[src/rtl/frame_row_capture.sv]
// Captures a serialized 8x8 one-bit frame into rows of eight pixels and queues
// each completed {row number, row byte} in a small FIFO for a downstream consumer.
module frame_row_capture #(
    parameter int START_DELAY = 1,
    parameter int FIFO_DEPTH  = 4
) (
    input  logic       clk,
    input  logic       rst,
    input  logic [3:0] pixel_in,
    input  logic       frame_sync,
    output logic [7:0] row_data,
    output logic [2:0] row_idx,
    output logic       row_valid,
    input  logic       row_ready,
    output logic       frame_done,
    output logic       busy,
    output logic       overflow
);

    localparam int AW = $clog2(FIFO_DEPTH);
    localparam int CW = $clog2(FIFO_DEPTH) + 1;

    typedef enum logic [1:0] {IDLE, WAIT, CAPTURE} state_t;

    state_t      state, state_nx;
    logic [1:0]  dly_cnt, dly_nx;
    logic [5:0]  pix_cnt, pix_nx;
    logic [7:0]  asm_q, asm_nx;
    logic        push_q, push_nx;
    logic [10:0] push_word_q, push_word_nx;
    logic        done_q, done_nx;
    logic        sample_en;
    logic        restart;
    logic [7:0]  row_bits;

    logic [10:0]   mem [FIFO_DEPTH];
    logic [AW-1:0] wr_ptr, rd_ptr;
    logic [CW-1:0] count;
    logic          full, pop, push_ok;

    logic unused_pix;
    assign unused_pix = ^pixel_in[3:1];

    // The final WAIT cycle (counter at 0) already takes sample 0, so the first
    // sample lands exactly START_DELAY cycles after the frame_sync cycle.
    assign sample_en = (state == CAPTURE) || (state == WAIT && dly_cnt == 2'd0);
    assign restart   = frame_sync && (state != IDLE);

    always_comb begin
        state_nx     = state;
        dly_nx       = dly_cnt;
        pix_nx       = pix_cnt;
        asm_nx       = asm_q;
        push_nx      = 1'b0;
        push_word_nx = push_word_q;
        done_nx      = 1'b0;
        row_bits     = asm_q | ({7'b0, pixel_in[0]} << pix_cnt[2:0]);

        case (state)
            IDLE: begin
                if (frame_sync) begin
                    state_nx = WAIT;
                    dly_nx   = 2'(START_DELAY - 1);
                    pix_nx   = '0;
                    asm_nx   = '0;
                end
            end
            WAIT: begin
                if (dly_cnt != 2'd0) dly_nx = dly_cnt - 2'd1;
                else                 state_nx = CAPTURE;
            end
            CAPTURE: ;
            default: state_nx = IDLE;
        endcase

        if (sample_en) begin
            pix_nx = pix_cnt + 6'd1;
            if (pix_cnt[2:0] == 3'd7) begin
                push_nx      = 1'b1;
                push_word_nx = {pix_cnt[5:3], row_bits};
                asm_nx       = '0;
            end else begin
                asm_nx = row_bits;
            end
            if (pix_cnt == 6'd63) begin
                state_nx = IDLE;
                done_nx  = 1'b1;
            end
        end

        // A restart keeps any row completed this cycle but drops the partial one.
        if (restart) begin
            state_nx = WAIT;
            dly_nx   = 2'(START_DELAY - 1);
            pix_nx   = '0;
            asm_nx   = '0;
            done_nx  = 1'b0;
        end
    end

    always_ff @(posedge clk) begin
        if (rst) begin
            state       <= IDLE;
            dly_cnt     <= '0;
            pix_cnt     <= '0;
            asm_q       <= '0;
            push_q      <= 1'b0;
            push_word_q <= '0;
            done_q      <= 1'b0;
        end else begin
            state       <= state_nx;
            dly_cnt     <= dly_nx;
            pix_cnt     <= pix_nx;
            asm_q       <= asm_nx;
            push_q      <= push_nx;
            push_word_q <= push_word_nx;
            done_q      <= done_nx;
        end
    end

    assign full    = (count == CW'(FIFO_DEPTH));
    assign pop     = row_valid && row_ready;
    assign push_ok = push_q && (!full || pop);

    always_ff @(posedge clk) begin
        if (push_ok) mem[wr_ptr] <= push_word_q;
    end

    always_ff @(posedge clk) begin
        if (rst) begin
            wr_ptr   <= '0;
            rd_ptr   <= '0;
            count    <= '0;
            overflow <= 1'b0;
        end else begin
            if (push_ok) wr_ptr <= wr_ptr + AW'(1);
            if (pop)     rd_ptr <= rd_ptr + AW'(1);
            case ({push_ok, pop})
                2'b10:   count <= count + CW'(1);
                2'b01:   count <= count - CW'(1);
                default: count <= count;
            endcase
            if (push_q && full && !pop) overflow <= 1'b1;
        end
    end

    assign row_valid  = (count != '0);
    assign row_data   = row_valid ? mem[rd_ptr][7:0]  : '0;
    assign row_idx    = row_valid ? mem[rd_ptr][10:8] : '0;
    assign frame_done = done_q;
    assign busy       = (state != IDLE);

endmodule

[config.mk]
export PLATFORM = sky130hd
export DESIGN_NAME = frame_row_capture
export DESIGN_NICKNAME = d
export VERILOG_FILES = /design/src/rtl/frame_row_capture.sv
export SDC_FILE = /design/constraint.sdc
export NUM_CORES = 1
export LEC_CHECK = 0
export BUFFER_PORTS_ARGS = -buffer_cell sky130_fd_sc_hd__buf_2
export CAP_MARGIN = 0
export CORE_AREA = 10 10 89 91
export CTS_BUF_LIST = sky130_fd_sc_hd__clkbuf_16
export DETAILED_ROUTE_END_ITERATION = 6
export DIE_AREA = 0 0 99 101
export PLACE_DENSITY = 0.76
export SYNTH_ARGS = -nofsm -noshare
export SYNTH_HDL_FRONTEND = slang
export SYNTH_SLANG_ARGS = --single-unit
export TNS_END_PERCENT = 30
[constraint.sdc]
create_clock -name clk -period 2.8 [get_ports clk]
set_clock_uncertainty 0.1 [all_clocks]
set_input_delay 0.28 -clock clk [delete_from_list [all_inputs] [get_ports clk]]
set_output_delay 0.28 -clock clk [all_outputs]
set_load 0.1 [all_outputs]
==> out/metrics.cfg <==
[cells_and_area]
multi_input_area_sq_mm = 0.001464
register_area_sq_mm = 0.002142
final_layout_size_suffix_gt1_share_pct = 19.25
postLayoutCellArea_sq_mm = 0.004154
antenna_cells = 0
final_util_pct = 66.95
fill_cells = 458
nets = 333
final_cells = 399
area_growth_pct = 9.788

[yosys]
yosysWarningCount = 0
async_flop_share_pct = 0
synth_ff_type = edfxtp_1
yosysTopAreaCell = edfxtp_1
synth.most_common_cell = edfxtp_1
synth_seq_area_share_pct = 56.61
yosys.cell_types.count = 55
syn_avg_cell_area_sq_um = 12.24
synthTopCellsByCount = edfxtp_1, dfxtp_1, a21oi_1
synth_nets = 325
synth_top_area_share_pct = 34.92
synth_cells = 309
synth.cell_area_sq_mm = 0.003784
synth-edff-count = 44
ys_ff_latch = 85
synthTopCellsByArea = edfxtp_1, dfxtp_1, mux4_2, a21oi_1, nand3_1

[clock_network]
post_cts_resized = 0
htreeDepth = 3
cts_sinks = 85
cts_hold_buf = 0
worstSkewPairLatency_ns = 0.33
ctsRootBufferMaster = clkbuf_16
clockBufferDepth = 2
cts_tree = done
clk_pin_slew_worst_paths_ns = 0.06
postCtsSetupBuffers = 0
cts_buffers = 9

[place]
place.gp.congestion = 0.7910
place_area_sq_mm = 0.003854
dpl.cell_count = 383
hpwl_um = 4587
io_buffers = 19
pre_cts_ws_ns = 0.7179

[die]
core_sq_mm = 0.006205
dieArea_sq_mm = 0.009999
rows = 29
ios = 23
initial_core_util_pct = 60.98
fp.dieW_um = 99
dieHeight_um = 101

[worst_setup_path]
cp.required_ns = 2.42
cp_max_fo = 11
crit_slowest_cell = mux4_2
cp_num_buf_inv = 2
critical-path-top-delay-family = multiplexers
cp.arrival_ns = 1.88
crit_path_end_kind = primary output
cp_cell_sequence = buf_4 -> mux4_2 -> and2b_1 -> buf_2
slowest_delay_ns = 0.54
start_kind = register
path_class = register to primary output

[flow_run]
max_cap_viol_count = 0

[worst_hold_path]
hold_path_class = input pin to register

[timing]
relSlewSlack_pct = 46.09
finalSetupTns_ns = 0
min_period_ns = 2.261
drv_slew = 0
finalSetupViolCount = 0
worst_slack_ns = 0.5387
tightest_slew_ns = 0.8071
period_share_pct = 80.76
final_hold_viol_count = 0
fmax_mhz = 442.2
rsz0062_at_grt = false
whs_ns = 0.1169

[power]
power_leakage_nw = 1.434
p_per_area_mw_per_mm2 = 618.4
peakVddDrop_v = 0.0004015
total_power_mw = 2.569

[global_route]
grt_first_pass_wirelength_um = 12430
grt_max_degree = 31
grt_overflow = 0
grt_antenna_before_repair = 0
grt_pass1_vias = 2490
grt_usage_pct = 15.46

[detailed_routing]
viasPerCell = 6.246
num_vias = 2492
drtIter0Drc = 120
drt_wl_total_um = 7463
drc = 0
dr.pass1.iters = 4
drtAntennaViolNets = 0
routedWlPerCell_um = 18.70

[outcome]
status = finished clean

==> flip-flops by register name, summed over array words and instances (netlist names), named ones only <==
name	cells
overflow	1
asm_q	8
wr_ptr	2
state	2
frame_done	1
count	3
push_word_q	11
dly_cnt	2
rd_ptr	2
pix_cnt	6
push_q	1
mem	44
==> cells by family (layout without fill, tap and decap cells) <==
logic type | count (synthesis) | count (layout) | share of synthesized area, %
AND/OR/NAND/NOR | 95 | 95 | 15.54
adder cells (fa/ha/maj) | 8 | 8 | 2.844
XOR/XNOR | 4 | 4 | 0.9261
AO/OA/AOI/OAI | 66 | 66 | 11.44
buffers and inverters | 35 | 48 | 4.695
multiplexers | 16 | 16 | 7.937
flip-flops | 85 | 85 | 56.61
==> layout by cell type, fill, tap and decap left out, types with 3 or more instances in the layout <==
| cell type | instances |
|---|---|
| nand2b_1 | 3 |
| o21ai_0 | 10 |
| o221ai_1 | 6 |
| nor2_1 | 16 |
| o22ai_1 | 6 |
| dfxtp_1 | 41 |
| and4b_1 | 3 |
| ha_1 | 7 |
| clkbuf_16 | 9 |
| nor2b_1 | 10 |
| nand3_1 | 23 |
| clkinv_4 | 3 |
| mux2i_1 | 3 |
| mux4_2 | 11 |
| edfxtp_1 | 44 |
| and2b_1 | 3 |
| or3b_2 | 4 |
| nor4bb_1 | 3 |
| and3_1 | 5 |
| inv_1 | 11 |
| a21oi_1 | 25 |
| nor4b_1 | 3 |
| nand2_1 | 5 |
| buf_2 | 19 |
| nor3_1 | 5 |
==> where the power goes <==
part | internal (mW) | leakage [nW] | switching (mW)
registers | 1.30 | 0.738 | 0.0114
logic | 0.0229 | 0.546 | 0.0537
clock network | 0.695 | 0.150 | 0.485
total | 2.02 | 1.43 | 0.550
==> routing by layer <==
layer	track usage, %	wire (um)	part of all wire, %	vias up
li1	-	-	-	1182
met1	18.21	3137	42	1225
met2	25.70	3744	50	70
met3	4.458	429	5.7	15
met4	6.725	151	2.0	0
met5	0	0	0	-
==> final timing paths <==
check / start / to / slack, ns / cells after the start
setup / recovery: register / row_data[7] / 0.54 / 4
hold reg to reg: overflow / overflow / 0.36 / 2
setup reg to reg: pix_cnt[1] / push_word_q[7] / 0.70 / 5
hold / removal: frame_sync / dly_cnt[0] / 0.12 / 2
==> cell type report <==
type	count	area share [%]
clock inverter	7	1.807
clock buffer	9	5.422
multi-input combinational	189	35.24
tap	77	2.319
sequential	85	51.57
timing repair buffer	21	2.651
inverter	11	0.9940
Note: power is estimated with default switching activity, not from simulation.
